File: src/rtl/i2c_slave_rx.sv
// i2c_slave_rx: I2C write-only target receiver packing ACKed data bytes into valid/ready words.
module i2c_slave_rx #(
  parameter int BYTES_PER_WORD = 4,
  parameter int SYNC_STAGES = 2
) (
  input  logic        clk,
  input  logic        reset,
  input  logic        scl_in,
  input  logic        sda_in,
  input  logic [6:0]  own_address,
  input  logic        rx_ready,
  output logic        sda_oe,
  output logic [31:0] rx_data,
  output logic        rx_valid,
  output logic        rx_busy,
  output logic        rx_err
);
  typedef enum logic [2:0] {IDLE, ADDR, ADDR_ACK, DATA, DATA_ACK, IGNORE} state_t;
  localparam logic [31:0] MASK = 32'hffff_ffff >> (32 - 8 * BYTES_PER_WORD);
  localparam logic [1:0] LAST = 2'(BYTES_PER_WORD - 1);
  logic [SYNC_STAGES-1:0] scl_s, sda_s;
  logic scl_d, sda_d, scl, sda, scl_rise, scl_fall, start, stop, last;
  state_t state;
  logic [3:0] bit_cnt;
  logic [1:0] byte_cnt;
  logic [7:0] shift;
  logic [31:0] acc;
  assign scl = scl_s[SYNC_STAGES-1];
  assign sda = sda_s[SYNC_STAGES-1];
  assign scl_rise = scl & ~scl_d;
  assign scl_fall = ~scl & scl_d;
  assign start = scl & scl_d & sda_d & ~sda;
  assign stop = scl & scl_d & ~sda_d & sda;
  assign last = byte_cnt == LAST;
  // Synchronisers reset to the idle-bus level so release never fakes an edge.
  always_ff @(posedge clk or negedge reset) begin
    if (!reset) begin
      scl_s <= '1;
      sda_s <= '1;
      scl_d <= 1'b1;
      sda_d <= 1'b1;
      state <= IDLE;
      bit_cnt <= 4'd0;
      byte_cnt <= 2'd0;
      shift <= 8'd0;
      acc <= 32'd0;
      sda_oe <= 1'b0;
      rx_data <= 32'd0;
      rx_valid <= 1'b0;
      rx_busy <= 1'b0;
      rx_err <= 1'b0;
    end else begin
      scl_s <= {scl_s[SYNC_STAGES-2:0], scl_in};
      sda_s <= {sda_s[SYNC_STAGES-2:0], sda_in};
      scl_d <= scl;
      sda_d <= sda;
      rx_err <= 1'b0;
      if (rx_valid && rx_ready) rx_valid <= 1'b0;
      if (start || stop) begin
        state <= start ? ADDR : IDLE;
        bit_cnt <= 4'd0;
        byte_cnt <= 2'd0;
        sda_oe <= 1'b0;
        rx_busy <= 1'b0;
        rx_err <= byte_cnt != 2'd0;
      end else if (scl_rise && (state == ADDR || state == DATA) && bit_cnt != 4'd8) begin
        shift <= {shift[6:0], sda};
        bit_cnt <= bit_cnt + 4'd1;
      end else if (scl_fall) begin
        case (state)
          ADDR: if (bit_cnt == 4'd8) begin
            bit_cnt <= 4'd0;
            if (shift[7:1] == own_address && !shift[0]) begin
              state <= ADDR_ACK;
              sda_oe <= 1'b1;
              rx_busy <= 1'b1;
            end else begin
              state <= IGNORE;
            end
          end
          ADDR_ACK, DATA_ACK: begin
            sda_oe <= 1'b0;
            bit_cnt <= 4'd0;
            state <= DATA;
          end
          DATA: if (bit_cnt == 4'd8) begin
            bit_cnt <= 4'd0;
            // A completing byte with the previous word still unread is refused.
            if (last && rx_valid) begin
              rx_err <= 1'b1;
              state <= IGNORE;
            end else begin
              sda_oe <= 1'b1;
              acc <= {acc[23:0], shift};
              byte_cnt <= last ? 2'd0 : byte_cnt + 2'd1;
              state <= DATA_ACK;
              if (last) begin
                rx_data <= {acc[23:0], shift} & MASK;
                rx_valid <= 1'b1;
              end
            end
          end
          IGNORE: sda_oe <= 1'b0;
          default: ;
        endcase
      end
    end
  end
endmodule

File: config.mk
export PLATFORM = sky130hd
export DESIGN_NAME = i2c_slave_rx
export DESIGN_NICKNAME = d
export VERILOG_FILES = /design/src/rtl/i2c_slave_rx.sv
export SDC_FILE = /design/constraint.sdc
export NUM_CORES = 1
export LEC_CHECK = 0
export CORE_MARGIN = 5
export CORE_UTILIZATION = 40
export CTS_CLUSTER_SIZE = 14
export DETAILED_ROUTE_END_ITERATION = 10
export MAX_ROUTING_LAYER = met4
export PLACE_DENSITY_LB_ADDON = 0.1
export SETUP_SLACK_MARGIN = 0.5
export SLEW_MARGIN = 20
export SYNTH_ARGS = -nofsm -noshare
export SYNTH_HDL_FRONTEND = slang
export SYNTH_SLANG_ARGS = --single-unit
export TNS_END_PERCENT = 1
File: constraint.sdc
create_clock -name clk -period 6.05 [get_ports clk]
set_input_delay 1.21 -clock clk [delete_from_list [all_inputs] [get_ports clk]]
set_output_delay 1.21 -clock clk [all_outputs]
set_load 0.02 [all_outputs]
==> PnR_summary.wiki, run 1 <==
{| class="wikitable"
! Metric !! Value
|-
| Max frequency || 368.6 MHz
|-
| Post-detail-place hpwl || 4040 um
|-
| Fraction of the yosys area taken by sequential cells || 0.6030
|-
| Via-to-Cell Ratio || 4.915
|-
| Peak supply drop || 0.0001270 V
|-
| Type of element capturing the critical path || register
|-
| Min-Delay Path Class || register to register
|-
| Yosys warning total || 0
|-
| Met3 global-route usage || 0.03045
|-
| Dominant cell type by area after synthesis || sky130_fd_sc_hd__dfrtp_1
|-
| NumNets Final || 305
|-
| Detailed-route via count || 1976
|-
| Setup violations, final || 0
|-
| Total clock buffers created by CTS || 9
|-
| Critical-path maximum fanout || 2
|-
| Most used routing layer || met2
|-
| Unrepaired setup endpoints after global routing || false
|-
| Ranking of synthesized cells by area || sky130_fd_sc_hd__dfrtp_1 (56%), sky130_fd_sc_hd__mux2_2 (21%), sky130_fd_sc_hd__dfstp_2 (4.6%)
|-
| Cell internal pwr || 0.0009072 W
|-
| Arrival time at the worst endpoint || 2.94 ns
|-
| Area fraction of the dominant cell type after synthesis || 0.5574
|-
| Delay-heaviest family, CP || compound AO/OA/AOI/OAI gates
|-
| Synthesized instance count || 239
|-
| Worst-margin pin slew || 0.8665 ns
|-
| Vias in the first global route || 2085
|-
| Reported leakage power || 1.969 nW
|-
| Dominant combinational cell family by area after synthesis || multiplexers
|-
| Critical-path top delay cell || sky130_fd_sc_hd__nor4_1
|-
| Die extent in y || 103.0 um
|-
| Placer congestion estimate || 0.7861
|-
| Max Buffers Root-to-Sink || 2
|-
| # IOs || 48
|-
| Iteration-0 DRC count of the detailed router || 72
|-
| Clock Skew || 0.008029 ns
|-
| Run status || finished clean
|-
| Gr usage total || 0.1312
|-
| Max capacitance violation total || 0
|-
| Final Cycle Share || 0.4484
|-
| Detailed-routing iteration count for the pre-antenna-repair pass || 4
|-
| Hold Violations, Final || 0
|-
| Mean area per synthesized cell || 14.46 um2
|-
| Clock slew at reported path FFs || 0.08 ns
|-
| Non-filler cells, final || 402
|-
| Switching power total || 0.0003472 W
|-
| Synth Area in Simple Gates || 0.07202
|-
| Post-detailed-routing wire length || 6148 um
|-
| Global-route congestion overflow total || 0
|-
| Clock root buffer master || sky130_fd_sc_hd__clkbuf_8
|-
| Accumulated negative setup slack || 0 ns
|-
| Crit path cell chain || clkdlybuf4s50_1 > xor2_1 > nor4_1 > a21boi_0 > o31a_1 > o21a_1
|-
| Global-route met1 utilization || 0.1826
|-
| Switching power share of the total || 0.2768
|-
| Initial antenna violation count || 0
|-
| Startpoint types || primary input
|-
| Delay of the slowest critical-path stage || 0.48 ns
|-
| Layout fillers || 793
|-
| Global routing usage on met2 || 0.1830
|-
| Floorplan die area || 10600 um2
|-
| Post-CTS repair timing setup buffer count || 0
|-
| Post-placement cell count || 386
|-
| Flip-flop and latch count after synthesis || 83
|-
| Total count of max-transition violations in the final report || 0
|-
| Multiplexer share of the synthesized area || 0.2114
|-
| Count of flip-flops with a built-in enable after synthesis || 0
|-
| Clock period minus worst slack || 2.713 ns
|-
| CP Buf/Inv Count || 1
|-
| Proportion of power drawn by combinational gates || 0.139
|-
| Area after detailed placement || 4000 um2
|-
| Post-cts resize count || 0
|-
| DRC Markers || 0
|-
| Fraction of layout cells with a size suffix above 1 || 0.3129
|-
| Worst hold slack || 0.3605 ns
|-
| Global-route wire length before repair || 10320 um
|-
| Initial core utilization || 0.4043
|-
| Placement Rows || 34
|-
| Num Clock Sinks || 83
|-
| Core Area || 8551 um2
|-
| Clock network fraction of design power || 0.330
|-
| Synth Cell Area || 3457 um2
|-
| Design area || 4215 um2
|-
| Number of buffers added on ports || 47
|-
| Maximum number of pins on one net before global-route repair || 84
|-
| Die width || 103.0 um
|-
| Total inserted antenna cells || 0
|-
| Crit Path Category || primary input to register
|-
| Library cells used by synthesis || 43
|-
| Net Count, Synth || 255
|-
| Clock insertion delay at the later pin of the skew report || 0.34 ns
|-
| CTS tree || done
|-
| Areal power density over the cells || 297.6 nW/um2
|-
| Async S/R FF share, synth || 1.000
|-
| Top_reg_cell synth || sky130_fd_sc_hd__dfrtp_1
|-
| Share of power burned in registers || 0.531
|-
| Number of nets with antenna violations after detailed routing || 0
|-
| Routed len/inst || 15.29 um
|-
| Synth Area in Compound Gates || 0.04271
|-
| Fraction of synthesized cell area in xor and xnor cells || 0.03040
|-
| Critical path data required time || 6.28 ns
|-
| Count of hold-fix buffers inserted at cts || 0
|-
| Worst relative slew slack || 0.4210
|-
| Area growth from synthesis to layout || 21.93%
|-
| CTS H-tree depth || 3
|-
| Adder-cell share of the synthesized area || 0.01448
|}
-- kinds of logic (layout without fill, tap and decap cells) --
logic type	after synthesis	in the layout
adder cells (fa/ha/maj)	4	4
AND/OR/NAND/NOR	39	39
AO/OA/AOI/OAI	21	21
flip-flops	83	83
buffers and inverters	15	70
XOR/XNOR	12	12
multiplexers	65	65
-- metrics by stage --
step | util | worst slack [ns] | total power, W
finish | 0.4930 | 3.337 | 0.001254
global route | 0.4930 | 3.206 | 0.001327
CTS | 0.4925 | 3.331 | 0.001276
detailed placement | 0.4678 | 2.994 | 0.0008541
global placement | 0.4678 | 3.024 | 0.0008493
floorplan | - | 3.667 | 0.0007886
-- layout make-up --
type	count	area [um2]	share of cell area
Sequential cell	83	2085	0.4945
Multi-Input combinational cell	141	1282	0.3042
Timing Repair Buffer	48	479.2	0.1137
Clock buffer	12	155.1	0.03681
Tap cell	108	135.1	0.03206
Clock inverter	4	56.30	0.01336
Inverter	6	22.52	0.005343
-- cell usage in the layout (no fill, tap or decap), types with 2 or more instances in the layout --
master / count
sky130_fd_sc_hd__nand3_1: 5
sky130_fd_sc_hd__a21oi_1: 4
sky130_fd_sc_hd__xor2_1: 10
sky130_fd_sc_hd__nand2_1: 5
sky130_fd_sc_hd__dfstp_2: 6
sky130_fd_sc_hd__inv_1: 6
sky130_fd_sc_hd__mux2_2: 64
sky130_fd_sc_hd__nor2_1: 8
sky130_fd_sc_hd__o21a_1: 2
sky130_fd_sc_hd__clkbuf_8: 11
sky130_fd_sc_hd__xnor2_1: 2
sky130_fd_sc_hd__nand2b_1: 2
sky130_fd_sc_hd__nand3b_1: 2
sky130_fd_sc_hd__and3b_1: 2
sky130_fd_sc_hd__clkdlybuf4s50_1: 46
sky130_fd_sc_hd__ha_1: 4
sky130_fd_sc_hd__nor4_1: 4
sky130_fd_sc_hd__nor3_1: 2
sky130_fd_sc_hd__dfrtp_1: 77
sky130_fd_sc_hd__inv_6: 2
sky130_fd_sc_hd__o21ai_0: 5
-- layer usage --
metal  vias up  wire, um
li1        942         -
met1       981      3033
met2        45      2699
met3         8       334
met4         0        80
met5         -         0
-- worst register-to-register path, cell delays in order (launching register included) --
cell	delay (ns)
sky130_fd_sc_hd__dfrtp_1	0.40
sky130_fd_sc_hd__inv_1	0.10
sky130_fd_sc_hd__ha_1	0.17
sky130_fd_sc_hd__and3b_1	0.28
sky130_fd_sc_hd__nand3_4	0.14
sky130_fd_sc_hd__a21oi_4	0.68
sky130_fd_sc_hd__mux2_2	0.42
-- synth_stat cells (all sizes together), types with 2 or more instances --
library cell and count:
inv 6, nor4 4, a21oi 5, xor2 10, nand2 5, nor2 8, nand3 6, dfrtp 77
and3b 3, buf 6, dfstp 6, clkbuf 3, mux2 64, nand3b 2, nand2b 2, xnor2 2
nor3 2, ha 4, nor3b 2, o21a 2, o21ai 5
-- power groups by stage --
stage	clock network, W	logic, W	registers [W]
2_1_floorplan	0	0.000142	0.000647
3_3_place_gp	0	0.000172	0.000677
3_5_place_dp	0	0.000177	0.000677
4_1_cts	0.000432	0.000177	0.000667
5_1_grt	0.000452	0.000199	0.000676
6_report	0.000414	0.000174	0.000666
-- path summary, 6_finish.rpt --
path,startpoint,to,slack (ns),cells past startpoint
worst max-delay path,own_address[1],sda_oe,3.34,6
worst min-delay path,scl_s[0],scl_s[1],0.36,0
worst max register to register,bit_cnt[0],acc[14],3.74,6
worst min register to register,scl_s[0],scl_s[1],0.36,0
max in group asynchronous,reset,shift[4],4.63,1
min in group asynchronous,reset,rx_err,0.91,1
-- sequential cells by signal, summed over array words and instances (netlist names) --
register / cells
scl_d: 1
state: 3
byte_cnt: 2
shift: 8
acc: 24
bit_cnt: 4
sda_s: 2
rx_busy: 1
sda_d: 1
sda_oe: 1
rx_data: 32
rx_err: 1
rx_valid: 1
scl_s: 2
Note: power is estimated with default switching activity, not from simulation.
==> run 2: changes to the inputs <==
clock period = 2.6 ns   (was 6.05 ns; I/O delays follow)
==> PnR_summary.wiki, run 2 (synthesis gave the netlist of run 1 again) <==
{| class="wikitable"
! Metric !! Value
|-
| Floorplan die area || 10600 um2
|-
| Delay of the slowest critical-path stage || 0.67 ns
|-
| Crit Path Category || register to output port
|-
| Clock Skew || 0.01351 ns
|-
| Via-to-Cell Ratio || 5.063
|-
| Clock root buffer master || sky130_fd_sc_hd__clkbuf_8
|-
| Type of element capturing the critical path || output port
|-
| Startpoint types || register
|-
| Iteration-0 DRC count of the detailed router || 82
|-
| NumNets Final || 317
|-
| Vias in the first global route || 2109
|-
| Global-route wire length before repair || 10630 um
|-
| Tot Pwr || 0.002936 W
|-
| Max capacitance violation total || 0
|-
| Worst relative slew slack || 0.6690
|-
| Initial core utilization || 0.4043
|-
| Min-Delay Path Class || primary input to async pin
|-
| Post-placement cell count || 388
|-
| Number of flip-flops under the largest register name || 32
|-
| Routed len/inst || 16.05 um
|-
| CTS tree || done
|-
| Fraction of layout cells with a size suffix above 1 || 0.3497
|-
| Initial antenna violation count || 0
|-
| Critical-path top delay cell || sky130_fd_sc_hd__clkdlybuf4s50_1
|-
| Registers with the most flip-flops || rx_data (32), acc (24), shift (8)
|-
| Placer congestion estimate || 0.8704
|-
| Non-filler cells, final || 414
|-
| Crit. path cell count || 1
|-
| Worst-margin pin slew || 0.4953 ns
|-
| Most common cell after layout, fill and taps aside || sky130_fd_sc_hd__dfrtp_1
|-
| Core Area || 8551 um2
|-
| Die extent in y || 103.0 um
|-
| Maximum number of pins on one net before global-route repair || 49
|-
| Post-detailed-routing wire length || 6644 um
|-
| Global-route congestion overflow total || 0
|-
| DRC Markers || 0
|-
| Layout fillers || 776
|-
| Areal power density over the cells || 673.9 nW/um2
|-
| CP Buf/Inv Count || 1
|-
| Detailed-routing iteration count for the pre-antenna-repair pass || 4
|-
| Area of the multi-input gates || 1284 um2
|-
| Worst-case register-to-register setup slack || 0.61 ns
|-
| Post-detail-place hpwl || 4246 um
|-
| Most flops, register || rx_data
|-
| Placement Rows || 34
|-
| Commonest non-fill, non-tap cells in the layout || sky130_fd_sc_hd__dfrtp_1 (77), sky130_fd_sc_hd__mux2_2 (64), sky130_fd_sc_hd__clkdlybuf4s50_1 (46), sky130_fd_sc_hd__xor2_1 (10), sky130_fd_sc_hd__clkbuf_8 (10)
|-
| Design area || 4357 um2
|-
| Total count of max-transition violations in the final report || 0
|-
| Num Clock Sinks || 83
|-
| Critical path data required time || 2.08 ns
|-
| Die width || 103.0 um
|-
| Gr usage total || 0.1368
|-
| Accumulated negative setup slack || 0 ns
|-
| Footprint of the flip-flops and latches || 2085 um2
|-
| Unrepaired setup endpoints after global routing || true
|-
| Delay-heaviest family, CP || buffers and inverters
|-
| Crit path cell chain || clkdlybuf4s50_1
|-
| Peak supply drop || 0.0002911 V
|-
| Clock slew at reported path FFs || 0.08 ns
|-
| Critical-path maximum fanout || 5
|-
| Detailed-route via count || 2096
|-
| Setup violations, final || 0
|-
| Max frequency || 491.6 MHz
|-
| Total inserted antenna cells || 0
|-
| Clock insertion delay at the later pin of the skew report || 0.35 ns
|-
| Final Cycle Share || 0.7824
|-
| Area growth from synthesis to layout || 26.02%
|-
| Clock period minus worst slack || 2.034 ns
|-
| Number of buffers added on ports || 47
|-
| Number of nets with antenna violations after detailed routing || 0
|-
| # IOs || 48
|-
| Reported leakage power || 2.043 nW
|-
| Area after detailed placement || 4053 um2
|-
| Total clock buffers created by CTS || 9
|-
| Run status || finished clean
|-
| Arrival time at the worst endpoint || 1.51 ns
|-
| CTS H-tree depth || 3
|-
| Hold Violations, Final || 0
|-
| Max Buffers Root-to-Sink || 2
|-
| Cell count of the worst reg-to-reg path || 8
|}
## run 2: per-stage QoR
step	hold WS (ns)	util	setup slack [ns]
global placement	0.3458	0.4740	0.3100
global route	0.1437	0.5095	0.4941
floorplan	0.2244	-	0.6423
CTS	0.1268	0.5007	0.5295
detailed placement	0.3505	0.4740	0.2929
finish	0.1223	0.5095	0.5658
## run 2: repair_timing
| item | CTS | global route |
|---|---|---|
| pin swaps | 0 | 2 |
| hold buffers | 0 | 0 |
| endpoints found under the setup margin | 15 | 51 |
| setup buffers | 3 | 5 |
| gates resized for setup | 0 | 2 |
| gates cloned | 0 | 2 |
## run 2: worst paths after layout
kind,start,endpoint
hold reg to reg,scl_s[0],scl_s[1]
setup reg to reg,bit_cnt[0],rx_data[4]
hold / removal,reset,rx_err
setup / recovery,rx_valid,rx_valid
max in group asynchronous,reset,sda_d
min in group clk,scl_s[0],scl_s[1]
## run 2: per-layer routing
layer | vias to the layer above | wire length, um | GRT usage
met5 | - | 0 | -
met4 | 0 | 163 | 0.07271
met3 | 14 | 286 | 0.03112
met2 | 56 | 2994 | 0.1919
met1 | 1051 | 3199 | 0.1837
li1 | 975 | - | -
## run 2: final cells by class
| class | instances | share of cell area |
|---|---|---|
| Timing Repair Buffer | 60 | 0.1433 |
| Sequential cell | 83 | 0.4785 |
| Clock buffer | 10 | 0.03159 |
| Multi-Input combinational cell | 141 | 0.2947 |
| Tap cell | 108 | 0.03102 |
| Inverter | 6 | 0.005169 |
| Clock inverter | 6 | 0.01580 |
## run 2: power breakdown
group | switching, W | total, W | internal (W)
registers | 0.000162 | 0.00156 | 0.00140
clock network | 0.000485 | 0.000964 | 0.000479
logic | 0.000203 | 0.000415 | 0.000212
==> run 3: changes to the inputs <==
clock period = 1.7 ns   (was 2.6 ns; I/O delays follow)
==> PnR_summary.wiki, run 3 (synthesis gave the netlist of run 1 again) <==
{| class="wikitable"
! Metric !! Value
|-
| Clock period minus worst slack || 1.912 ns
|-
| Number of nets with antenna violations after detailed routing || 0
|-
| Type of element capturing the critical path || register
|-
| Iteration-0 DRC count of the detailed router || 84
|-
| Placement Rows || 34
|-
| Reported leakage power || 2.401 nW
|-
| Post-detail-place hpwl || 4579 um
|-
| Cell count of the worst reg-to-reg path || 8
|-
| Proportion of power drawn by combinational gates || 0.223
|-
| Total count of max-transition violations in the final report || 0
|-
| Areal power density over the cells || 1048 nW/um2
|-
| Failing checks || negative setup slack
|-
| Critical-path top delay cell || sky130_fd_sc_hd__dfrtp_1
|-
| Clock network fraction of design power || 0.343
|-
| Max Buffers Root-to-Sink || 2
|-
| Num Clock Sinks || 83
|-
| Crit Path Category || register to register
|-
| Max frequency || 523.0 MHz
|-
| Max capacitance violation total || 0
|-
| Switching power share of the total || 0.2747
|-
| Share of power burned in registers || 0.434
|-
| Worst-margin pin slew || 0.4301 ns
|-
| Worst reg2reg startpoint || bit_cnt[0]
|-
| Clock slew at reported path FFs || 0.09 ns
|-
| Tot Pwr || 0.005182 W
|-
| Registers with the most flip-flops || rx_data (32), acc (24), shift (8)
|-
| Clock insertion delay at the later pin of the skew report || 0.35 ns
|-
| Final WS setup || -0.2122 ns
|-
| CTS tree || done
|-
| Area growth from synthesis to layout || 42.96%
|-
| Peak supply drop || 0.0006616 V
|-
| Launch instance of the worst min-delay path || sda_s[0]
|-
| Startpoint types || register
|-
| Via-to-Cell Ratio || 4.906
|-
| Worst-case register-to-register setup slack || -0.21 ns
|-
| Core Area || 8551 um2
|-
| NumNets Final || 349
|-
| Setup violations, final || 59
|-
| Global-route congestion overflow total || 0
|-
| Gr usage total || 0.1450
|-
| Unrepaired setup endpoints after global routing || true
|-
| Delay of the slowest critical-path stage || 0.40 ns
|-
| Detailed-routing iteration count for the pre-antenna-repair pass || 4
|-
| Most common cell after layout, fill and taps aside || sky130_fd_sc_hd__dfrtp_1
|-
| Clock root buffer master || sky130_fd_sc_hd__clkbuf_8
|-
| Initial core utilization || 0.4043
|-
| Fraction of layout cells with a size suffix above 1 || 0.5385
|-
| Die width || 103.0 um
|-
| Critical-path maximum fanout || 8
|-
| Number of buffers added on ports || 47
|-
| Detailed-route via count || 2188
|-
| Worst relative slew slack || 0.7133
|-
| Post-detailed-routing wire length || 7289 um
|-
| DRC Markers || 0
|-
| Worst hold slack || 0.3595 ns
|-
| CTS H-tree depth || 3
|-
| Min-Delay Path Class || register to register
|-
| Final Cycle Share || 1.125
|-
| Hold path depth || 0
|-
| Total clock buffers created by CTS || 9
|-
| Delay-heaviest family, CP || simple AND/OR/NAND/NOR gates
|-
| Placer congestion estimate || 0.8332
|-
| Floorplan die area || 10600 um2
|-
| Crit path cell chain || inv_2 > ha_4 > and3b_2 > nand3_4 > nor3b_4 > buf_6 > clkbuf_16 > mux2_4
|-
| Run status || finished, violations left
|-
| Hold Violations, Final || 0
|-
| Reg-to-reg endpoint || rx_data[22]
|-
| Cell internal pwr || 0.003758 W
|-
| Maximum number of pins on one net before global-route repair || 30
|-
| Routed len/inst || 16.34 um
|-
| Clock Skew || 0.008577 ns
|-
| Vias in the first global route || 2189
|-
| Most flops, register || rx_data
|-
| Switching power total || 0.001424 W
|-
| Die extent in y || 103.0 um
|-
| Commonest non-fill, non-tap cells in the layout || sky130_fd_sc_hd__dfrtp_1 (76), sky130_fd_sc_hd__buf_6 (40), sky130_fd_sc_hd__mux2_2 (33), sky130_fd_sc_hd__mux2_4 (31), sky130_fd_sc_hd__buf_4 (31)
|-
| Hold endpoint || sda_s[1]
|-
| Total inserted antenna cells || 0
|-
| Number of flip-flops under the largest register name || 32
|-
| Initial antenna violation count || 0
|-
| Global-route wire length before repair || 11230 um
|-
| CP Buf/Inv Count || 3
|-
| Arrival time at the worst endpoint || 2.15 ns
|-
| # IOs || 48
|-
| Critical path data required time || 1.94 ns
|}
[run 3: changes by cell type in the layout (fill, tap and decap cells not counted), sizes merged]
cell,before,now
inv,9,10
bufinv,1,3
dlygate4sd3,0,1
clkdlybuf4s50,46,10
dlygate4sd2,0,1
clkinv,1,0
clkinvlp,1,0
buf,13,78
[run 3: worst max-delay path by stage]
stage                        start           to  cells after the start
finish                  bit_cnt[0]  rx_data[22]                      8
global route            bit_cnt[0]   rx_data[7]                      8
CTS                     bit_cnt[1]  rx_data[30]                      8
detailed placement  own_address[5]       sda_oe                      7
global placement    own_address[5]       sda_oe                      7
floorplan               bit_cnt[1]  rx_data[11]                      7
[run 3: power groups by stage]
| stage | Clock, W | Combinational (W) | Sequential, W |
|---|---|---|---|
| floorplan | 0 | 0.000520 | 0.00230 |
| global placement | 0 | 0.00108 | 0.00229 |
| detailed placement | 0 | 0.00110 | 0.00229 |
| CTS | 0.00182 | 0.00113 | 0.00225 |
| global route | 0.00192 | 0.00127 | 0.00227 |
| finish | 0.00178 | 0.00116 | 0.00225 |
[run 3: area by class of cell]
cell class	count	area, um2
clock buffers	9	123.9
multi-input cells	141	1438
fillers	711	3608
well taps	108	135.1
flip-flops and latches	83	2086
clock inverters	7	130.1
inverters	6	22.52
repair buffers	92	1007
[run 3: repair_timing]
action                                  CTS  global route
hold buffers                              1             0
setup buffers                             5             3
pin swaps                                12             6
gates resized for setup                 230            21
cloned                                    2             2
endpoints found under the hold margin    21             0
endpoints found under the setup margin  113           113
[run 3: through the flow]
stage | TNS [ns] | utilization | instances | cell area [um2] | worst slack [ns]
after floorplan | -7.536 | - | 239 | 3508 | -0.2097
after global placement | -8.921 | 0.5083 | 417 | 4347 | -0.4146
after detailed placement | -8.808 | 0.5083 | 417 | 4347 | -0.3988
after CTS | -9.228 | 0.5606 | 441 | 4793 | -0.1904
after global routing | -12.97 | 0.5780 | 446 | 4942 | -0.2713
final | -10.12 | 0.5780 | 446 | 4942 | -0.2122
[run 3: routing by layer]
layer  vias to the layer above  track usage  wire length [um]
li1                       1037            -                 -
met1                      1102       0.2073              3680
met2                        45       0.2052              3295
met3                         4      0.03721               283
met4                         0      0.03884                30
met5                         -            -                 0
